$ cat src/rtl/nlm_pkg.sv
// Shared NLM chain definitions: weight width, window/sum width derivations and
// the normaliser FSM state type. Used by the PE chain and nlm_norm_div alike.
package nlm_pkg;

   localparam int unsigned NLM_WEIGHT_WIDTH = 8;

   function automatic int unsigned win_size(input int unsigned srh_length);
      return ((srh_length + 1) / 2) * ((srh_length + 1) / 2);
   endfunction

   function automatic int unsigned weight_sum_width(input int unsigned weight_width,
                                                    input int unsigned srh_length);
      return weight_width + int'($clog2(win_size(srh_length)));
   endfunction

   function automatic int unsigned pix_sum_width(input int unsigned data_width,
                                                 input int unsigned weight_width,
                                                 input int unsigned srh_length);
      return weight_sum_width(weight_width, srh_length) + data_width;
   endfunction

   typedef enum logic [1:0] {
      ST_IDLE,
      ST_DIV,
      ST_DONE
   } nlm_state_e;

endpackage

$ cat src/rtl/nlm_div_step.sv
// One restoring-division step: subtract the pre-shifted divisor from the
// partial remainder and keep the difference only when it is non-negative.
module nlm_div_step #(
   parameter int unsigned WIDTH = 27
) (
   input  logic [WIDTH-1:0] rem,
   input  logic [WIDTH-1:0] divisor_sh,
   output logic [WIDTH-1:0] rem_next,
   output logic             q_bit
);

   logic [WIDTH:0] trial;

   always_comb begin
      trial    = {1'b0, rem} - {1'b0, divisor_sh};
      q_bit    = ~trial[WIDTH];
      rem_next = q_bit ? trial[WIDTH-1:0] : rem;
   end

endmodule

$ cat src/rtl/nlm_norm_div.sv
// Terminal NLM stage: pix_sum / weight_sum via a fixed-latency radix-2 restoring
// divider. Define NLM_NORM_ROUND_EN for round-half-up; default build truncates.
module nlm_norm_div
   import nlm_pkg::*;
#(
   parameter  int unsigned DATA_WIDTH       = 12,
   parameter  int unsigned SRH_LENGTH       = 13,
   parameter  int unsigned WEIGHT_WIDTH     = NLM_WEIGHT_WIDTH,
   parameter  int unsigned TAG_WIDTH        = 16,
   localparam int unsigned WEIGHT_SUM_WIDTH = weight_sum_width(WEIGHT_WIDTH, SRH_LENGTH),
   localparam int unsigned PIX_SUM_WIDTH    = pix_sum_width(DATA_WIDTH, WEIGHT_WIDTH, SRH_LENGTH)
) (
   input  logic                        clk,
   input  logic                        rst_n,
   input  logic                        in_valid,
   output logic                        in_ready,
   input  logic [PIX_SUM_WIDTH-1:0]    pix_sum_i,
   input  logic [WEIGHT_SUM_WIDTH-1:0] weight_sum_i,
   input  logic [TAG_WIDTH-1:0]        tag_i,
   output logic                        out_valid,
   input  logic                        out_ready,
   output logic [DATA_WIDTH-1:0]       pix_o,
   output logic [TAG_WIDTH-1:0]        tag_o,
   output logic                        sat_o,
   output logic                        div0_o
);

   localparam int unsigned DVD_W = PIX_SUM_WIDTH + 1;
   localparam int unsigned CNT_W = (DATA_WIDTH > 1) ? $clog2(DATA_WIDTH) : 1;

   nlm_state_e                  state, state_next;
   logic [CNT_W-1:0]            cnt;
   logic [DVD_W-1:0]            rem, rem_next, dividend, sat_thr, divisor_sh;
   logic [WEIGHT_SUM_WIDTH-1:0] divisor;
   logic [DATA_WIDTH-1:0]       quot, quot_fin;
   logic [TAG_WIDTH-1:0]        tag_q;
   logic                        sat_q, div0_q, q_bit;

   always_ff @(posedge clk) begin
      if (!rst_n) state <= ST_IDLE;
      else        state <= state_next;
   end

   always_comb begin
      state_next = state;
      in_ready   = 1'b0;
      out_valid  = 1'b0;
      case (state)
         ST_IDLE: begin
            in_ready = 1'b1;
            if (in_valid) state_next = ST_DIV;
         end
         ST_DIV: begin
            if (cnt == '0) state_next = ST_DONE;
         end
         ST_DONE: begin
            out_valid = 1'b1;
            if (out_ready) state_next = ST_IDLE;
         end
         default: state_next = ST_IDLE;
      endcase
   end

   always_comb begin
`ifdef NLM_NORM_ROUND_EN
      dividend = DVD_W'(pix_sum_i) + DVD_W'(weight_sum_i >> 1);
`else
      dividend = DVD_W'(pix_sum_i);
`endif
      sat_thr    = DVD_W'(weight_sum_i) << DATA_WIDTH;
      divisor_sh = DVD_W'(divisor) << cnt;
      quot_fin   = {quot[DATA_WIDTH-2:0], q_bit};
   end

   nlm_div_step #(.WIDTH(DVD_W)) u_step (
      .rem        (rem),
      .divisor_sh (divisor_sh),
      .rem_next   (rem_next),
      .q_bit      (q_bit)
   );

   // Results are committed to the output registers only on the last DIV step,
   // so a reset mid-operation leaves them at zero.
   always_ff @(posedge clk) begin
      if (!rst_n) begin
         cnt     <= '0;
         rem     <= '0;
         quot    <= '0;
         divisor <= '0;
         tag_q   <= '0;
         sat_q   <= 1'b0;
         div0_q  <= 1'b0;
         pix_o   <= '0;
         tag_o   <= '0;
         sat_o   <= 1'b0;
         div0_o  <= 1'b0;
      end else begin
         case (state)
            ST_IDLE: begin
               if (in_valid) begin
                  rem     <= dividend;
                  divisor <= weight_sum_i;
                  tag_q   <= tag_i;
                  sat_q   <= (dividend >= sat_thr);
                  div0_q  <= (weight_sum_i == '0);
                  quot    <= '0;
                  cnt     <= CNT_W'(DATA_WIDTH - 1);
               end
            end
            ST_DIV: begin
               rem  <= rem_next;
               quot <= quot_fin;
               if (cnt == '0) begin
                  tag_o  <= tag_q;
                  div0_o <= div0_q;
                  sat_o  <= sat_q & ~div0_q;
                  if (div0_q)     pix_o <= '0;
                  else if (sat_q) pix_o <= '1;
                  else            pix_o <= quot_fin;
               end else begin
                  cnt <= cnt - 1'b1;
               end
            end
            default: ;
         endcase
      end
   end

endmodule

$ cat config.mk
export PLATFORM = sky130hd
export DESIGN_NAME = nlm_norm_div
export DESIGN_NICKNAME = d
export VERILOG_FILES = /design/src/rtl/nlm_pkg.sv /design/src/rtl/nlm_div_step.sv /design/src/rtl/nlm_norm_div.sv
export SDC_FILE = /design/constraint.sdc
export NUM_CORES = 1
export LEC_CHECK = 0
export ABC_CLOCK_PERIOD_IN_PS = 5150
export CAP_MARGIN = 30
export CORE_UTILIZATION = 35
export CTS_CLUSTER_DIAMETER = 150
export DETAILED_ROUTE_END_ITERATION = 7
export PLACE_DENSITY = 0.58
export SYNTH_ARGS = -nofsm -noshare
export SYNTH_HDL_FRONTEND = slang
export SYNTH_SLANG_ARGS = --single-unit
$ cat constraint.sdc
create_clock -name clk -period 5.15 [get_ports clk]
set_clock_uncertainty 0.2 [all_clocks]
set_input_delay 0.515 -clock clk [delete_from_list [all_inputs] [get_ports clk]]
set_output_delay 0.515 -clock clk [all_outputs]
set_load 0.02 [all_outputs]
==> After elaboration in Yosys (flattened, before gate mapping) <==
Cells that the tools add are included.
{ "classes": {"addsub": 2, "magnitude_cmp": 1, "n_eq_ne": 7, "shift": 1, "mux": 16, "bitwise_logic": 3, "reduce_logical": 10} }
{ "op_table": {"columns": ["op", "n"], "rows": [
  ["2-to-1 mux 27 bit", 2],
  ["case mux 27 bit (2 select lines)", 1],
  ["subtractor 27 x 27 -> 28 bit", 1],
  ["left shift 14 x 4 -> 27 bit", 1],
  ["greater-or-equal comparator 26 bit", 1],
  ["2-to-1 mux 12 bit", 2],
  ["case mux 11 bit (2 select lines)", 1],
  ["logical NOT 14 bit", 1],
  ["2-to-1 mux 11 bit", 1],
  ["inequality test 2 bit (second input constant)", 5],
  ["AND reduction 3 bit", 3],
  ["2-to-1 mux 4 bit", 2],
  ["case mux 4 bit (2 select lines)", 1],
  ["2-to-1 mux 2 bit", 3],
  ["case mux 2 bit (3 select lines)", 1],
  ["AND reduction 2 bit", 3],
  ["logical NOT 4 bit", 1],
  ["subtractor 4 x 1 -> 4 bit (second input constant)", 1],
  ["equality test 2 x 1 -> 1 bit (second input constant)", 1],
  ["equality test 2 bit (second input constant)", 1],
  ["logical NOT 2 bit", 1],
  ["2-to-1 mux 1 bit", 2],
  ["NOT 1 bit", 2],
  ["nonzero test 2 bit", 1],
  ["AND 1 bit", 1]
]} }
{ "totals": {"reg_bits": 106, "inputBits": 60, "out_inout_bits": 32, "wordCells": 52} }

==> Logic depth before layout (Yosys ltp) <==
{ "logic_depth": {"ltp_word": 5, "mapped_depth": 18, "mapped_depth_nobuf": 16} }

==> Hierarchy <==
Synthesis repeated with hierarchy kept, for this count alone.
{ "unflattened": {"cells_unflattened": 925, "hier_area_um2": 7254.5} }
{ "by_module_without_submodules": {"columns": ["module", "instances", "cells_each", "area_per_inst_um2", "seq_area_each_um2"], "rows": [
  ["nlm_norm_div", 1, 643, 5298.8, 2122.0],
  ["nlm_div_step", 1, 282, 1955.6, 0.0]
]} }

==> Worst setup path after synthesis <==
OpenSTA, ideal clock, no wires.
{ "synth_path": {"path_type": "register to register", "from": "register cnt[0]", "to": "register rem[26]", "setup_time_ns": 0.095, "t_arrival_ns": 3.755, "required_ns": 4.855, "path_slack_ns": 1.100, "path_stages_with_launch": 18, "path_buffers": 3, "period_less_slack_ns": 4.050, "cell_sequence": "dfxtp_1 clkbuf_1 clkbuf_1 nand2_1 o21ai_0 nor2_1 a211oi_1 a21oi_1 ha_1 nand2_2 o21ai_2 a2111oi_0 a211o_1 o2111a_1 or2_0 clkbuf_1 or4b_1 o311ai_1"} }
{ "synth_between": {"elab_chain_len": 4, "elab_cells_between_ends": 6, "cone_classes": "add/sub: 1; eq/ne: 1; shift: 1; mux: 2; reduce/logical: 1"} }
{ "synth_rtl": {"columns": ["item", "line", "rtl"], "rows": [
  ["start, declared", "nlm_norm_div.sv:32", "logic [CNT_W-1:0] cnt;"],
  ["start signal, assigned", "nlm_norm_div.sv:107", "cnt <= CNT_W'(DATA_WIDTH - 1);"],
  ["start signal, assigned", "nlm_norm_div.sv:121", "cnt <= cnt - 1'b1;"],
  ["left shift 14 x 4 -> 27 bit (*)", "nlm_norm_div.sv:71", "divisor_sh = DVD_W'(divisor) << cnt;"],
  ["subtractor 27 x 27 -> 28 bit (*)", "nlm_div_step.sv:15", "trial = {1'b0, rem} - {1'b0, divisor_sh};"],
  ["2-to-1 mux 27 bit or inequality test 2 bit (tied branches)", null, null],
  ["case mux 27 bit (2 select lines) or AND reduction 3 bit (tied branches)", null, null],
  ["end signal, assigned", "nlm_norm_div.sv:101", "rem <= dividend;"],
  ["end signal, assigned", "nlm_norm_div.sv:111", "rem <= rem_next;"],
  ["end, declared", "nlm_norm_div.sv:33", "logic [DVD_W-1:0] rem, rem_next, dividend, sat_thr, divisor_sh;"]
]} }
Mark *: on every way between the ends. The rest lies on a longest branch, timed or not. The select of a mux whose other input is x is not followed.
A chain may end at the register's enable or synchronous reset.

==> Worst setup path after layout <==
{ "layout_path": {"from": "register cnt[0]", "to": "register rem[2]"} }
Same word-level chain as after synthesis.

==> out/results.ini <==
[status]
status=finished with violations
failing_checks=design-rule violations

[logic_synthesis]
synth_enable_flop_cells=0
yosys_warnings=0
mappedNetlistArea_mm2=0.00651
synth.yosys.seq_area_share_pct=32.6
netlist-cell-type-count=62
synth_common_cells=172 x sky130_fd_sc_hd__nand2_1, 108 x sky130_fd_sc_hd__a21oi_1, 106 x sky130_fd_sc_hd__dfxtp_1, 81 x sky130_fd_sc_hd__nor2_1, 48 x sky130_fd_sc_hd__clkbuf_1
synth_top_cells_by_area=sky130_fd_sc_hd__dfxtp_1 33%, sky130_fd_sc_hd__nand2_1 9.9%, sky130_fd_sc_hd__a21oi_1 8.3%
synth.avg_cell_area_um2=7.46
postSynth.asyncResetShare_pct=0
post_synth_inst_count=872
synth.top_cell.area_share_pct=32.6
synthesis.nets=976
synth_seq_cells=106
synth_most_common_cell=sky130_fd_sc_hd__nand2_1
synth_area_leader_cell=sky130_fd_sc_hd__dfxtp_1
synthFlopType=sky130_fd_sc_hd__dfxtp_1

[power_and_ir_drop]
power-per-cell-area_mw_per_mm2=450
static-leakage-power_uw=0.00306
max-vdd-ir-drop_mv=0.191

[timing]
slew-limit-headroom_pct=31.5
rsz_0062_raised_after_global_routing=no
post-route-worst-setup-slack_ns=0.443
timing_worst_slew_pin_value_ns=1.03
finalSetupViolations=0
timing.final.crit_share_pct=91.4
setup_total_negative_slack_ns=0
final.min_clock_period_ns=4.71
timing.final.max_slew_violations=0
fmax_mhz=212
hold_viol_final=0

[die]
die_area_mm2=0.0191
coreArea_mm2=0.0181
die_height_um=138
dieWidth_um=138
placement_rows=49
start_util_pct=36.0
io-pin-count=92

[routing]
route.detailed.vias_per_inst=5.35
routed_wire_length_per_instance_um=15.5
drt_first_iter_violations=422
first_pass_iters=7
remaining_drc_errors=7
routed_wl_um=18000
final_antenna_net_count=0
via_count=6206

[global_route]
maximum_number_of_pins_on_one_net_before_global_route_repair=44
grt_pass1_wl_um=28800
grt_use_total_pct=18.9
grt_overflow=0
first_global_vias=5491
grt_antenna_before_repair=0

[clock_network]
cts_setup_buffers=0
worst_setup_hold_path_clk_slew_ns=0.07
worst_skew_pair.late_latency_ns=0.36
cts-hold-fix-buffers=0
h-tree-depth=3
inserted_clock_buffers=9
cts.sink_count=106
cts_repair_resize_count=0
clockRootBuffer=sky130_fd_sc_hd__clkbuf_16
cts_tree=built
cts-root-to-sink-buffers=2

[hold_path]
hold_path_class=register to register
min_delay_path_depth=2
min_from=tag_q[11]
capture_endpoint_of_the_worst_hold_path=tag_o[11]

[cells_and_area]
syn_to_final_growth_pct=21.3
final.fill_count=1866
layout.area.seq_mm2=0.00212
multi_input_comb_area_mm2=0.00406
final_layout_size_suffix_gt1_share_pct=5.05
nets=1030
antenna-diode-count=0

[critical_path]
crit_fanout=38
setup.worst_path.class=register to register
rr_endpoint=rem[2]
cp_cell_sequence=mux4_2 > nand2_1 > o21ai_0 > a21oi_1 > ha_1 > a21oi_1 > o21ai_2 > a2111oi_0 > a211o_1 > o2111a_1 > o21ai_2 > buf_4 > mux2i_1 > nor2_1
crit_slowest_cell=sky130_fd_sc_hd__dfxtp_1
delay_of_the_slowest_cell_on_the_worst_path_ns=0.86
reg2reg_setup_slack_ns=0.44
start_kind=register
crit_arrival_ns=4.74
ff2ff_path_depth=14
cp.required_ns=5.18
critPathCaptureType=register
worstReg2RegStart=cnt[0]

[place]
dp_worst_setup_slack_ns=0.467
place_congestion=0.915
count_of_port_buffers_added_during_placement=91
dp.final_hpwl_um=13300

[flow_run]
max-cap-violations=0

[report_power, final]
part           total [uW]  leakage [uW]  internal [uW]  switching, uW
sequential           1020      0.000867            921            102
combinational        1790       0.00204            756           1030
clock                 741      0.000154            392            349
total                3550       0.00306           2070           1480
[layout make-up]
cell class / instances / area share [%]
Clock buffer: 9 / 2.85
Clock inverter: 7 / 1.25
Inverter: 28 / 1.33
Multi-Input combinational cell: 679 / 51.5
Sequential cell: 106 / 26.9
Tap cell: 229 / 3.63
Timing Repair Buffer: 102 / 12.6
[sequential cells by signal (all words and copies together) (netlist names), 2 cells and up]
signal / flops
state: 2
pix_o: 12
divisor: 14
cnt: 4
tag_o: 16
tag_q: 16
quot: 11
rem: 27
[per-stage QoR]
| stage | std cells | util (%) | area [um^2] | power [uW] | hold slack (ns) |
|---|---|---|---|---|---|
| 4_1_cts | 1159 | 43.6 | 7880 | 3570 | 0.255 |
| 5_1_grt | 1160 | 43.6 | 7890 | 3820 | 0.272 |
| 3_5_place_dp | 1143 | 41.8 | 7560 | 2810 | 0.244 |
| 3_3_place_gp | 1143 | 41.8 | 7560 | 2810 | 0.239 |
| 6_report | 1160 | 43.6 | 7890 | 3550 | 0.251 |
| 2_1_floorplan | 872 | - | 6510 | 2400 | 0.232 |
[cell usage in the layout (no fill, tap or decap), drive strengths merged, types with 3 or more instances in the layout]
master / count
clkdlybuf4s50: 91
a311oi: 9
nor3: 18
nor2: 81
a31oi: 9
a22oi: 13
clkinv: 4
or2: 3
nand3: 13
a211oi: 16
nand2: 173
a21oi: 109
nor2b: 7
o21bai: 3
mux2i: 13
inv: 29
nand2b: 11
xnor2: 12
and3: 6
mux2: 4
mux4: 5
o21ai: 45
nand4: 8
buf: 11
a21o: 18
dfxtp: 106
o211ai: 4
clkbuf: 9
a41oi: 3
xor2: 9
nand4b: 3
ha: 43
nor4: 9
[metal layers]
metal | track usage [%] | wire length, um | vias up
li1 | - | - | 3202
met1 | 26.4 | 8880 | 2860
met2 | 29.5 | 8110 | 125
met3 | 2.08 | 634 | 19
met4 | 7.87 | 364 | 0
met5 | 0 | 0 | -
[critical path: cells and delay by family (launching register included)]
family	cells	cell delay (ns)
AOI/OAI and AO/OA	8	1.90
muxes	2	0.82
DFF	1	0.86
buffers and inverters	1	0.32
and+or+nand+nor	2	0.13
adders and majority gates	1	0.32
[worst max-delay path by stage]
stage / end / slack [ns] / startpoint
finish: rem[2] / 0.44 / cnt[0]
floorplan: rem[26] / 1.10 / cnt[0]
detailed placement: rem[13] / 0.47 / cnt[0]
global placement: rem[19] / 0.55 / cnt[0]
CTS: rem[19] / 0.47 / cnt[0]
global route: rem[19] / 0.02 / cnt[0]
[kinds of logic after synthesis]
family	after synthesis	synth area share, %
multiplexers	22	4.42
flip-flops	106	32.6
buffers and inverters	87	5.10
adder cells (fa/ha/maj)	44	8.58
XOR/XNOR	21	2.83
AND/OR/NAND/NOR	340	22.6
AO/OA/AOI/OAI	252	23.8
No activity file was read; power rests on OpenSTA's default activity.
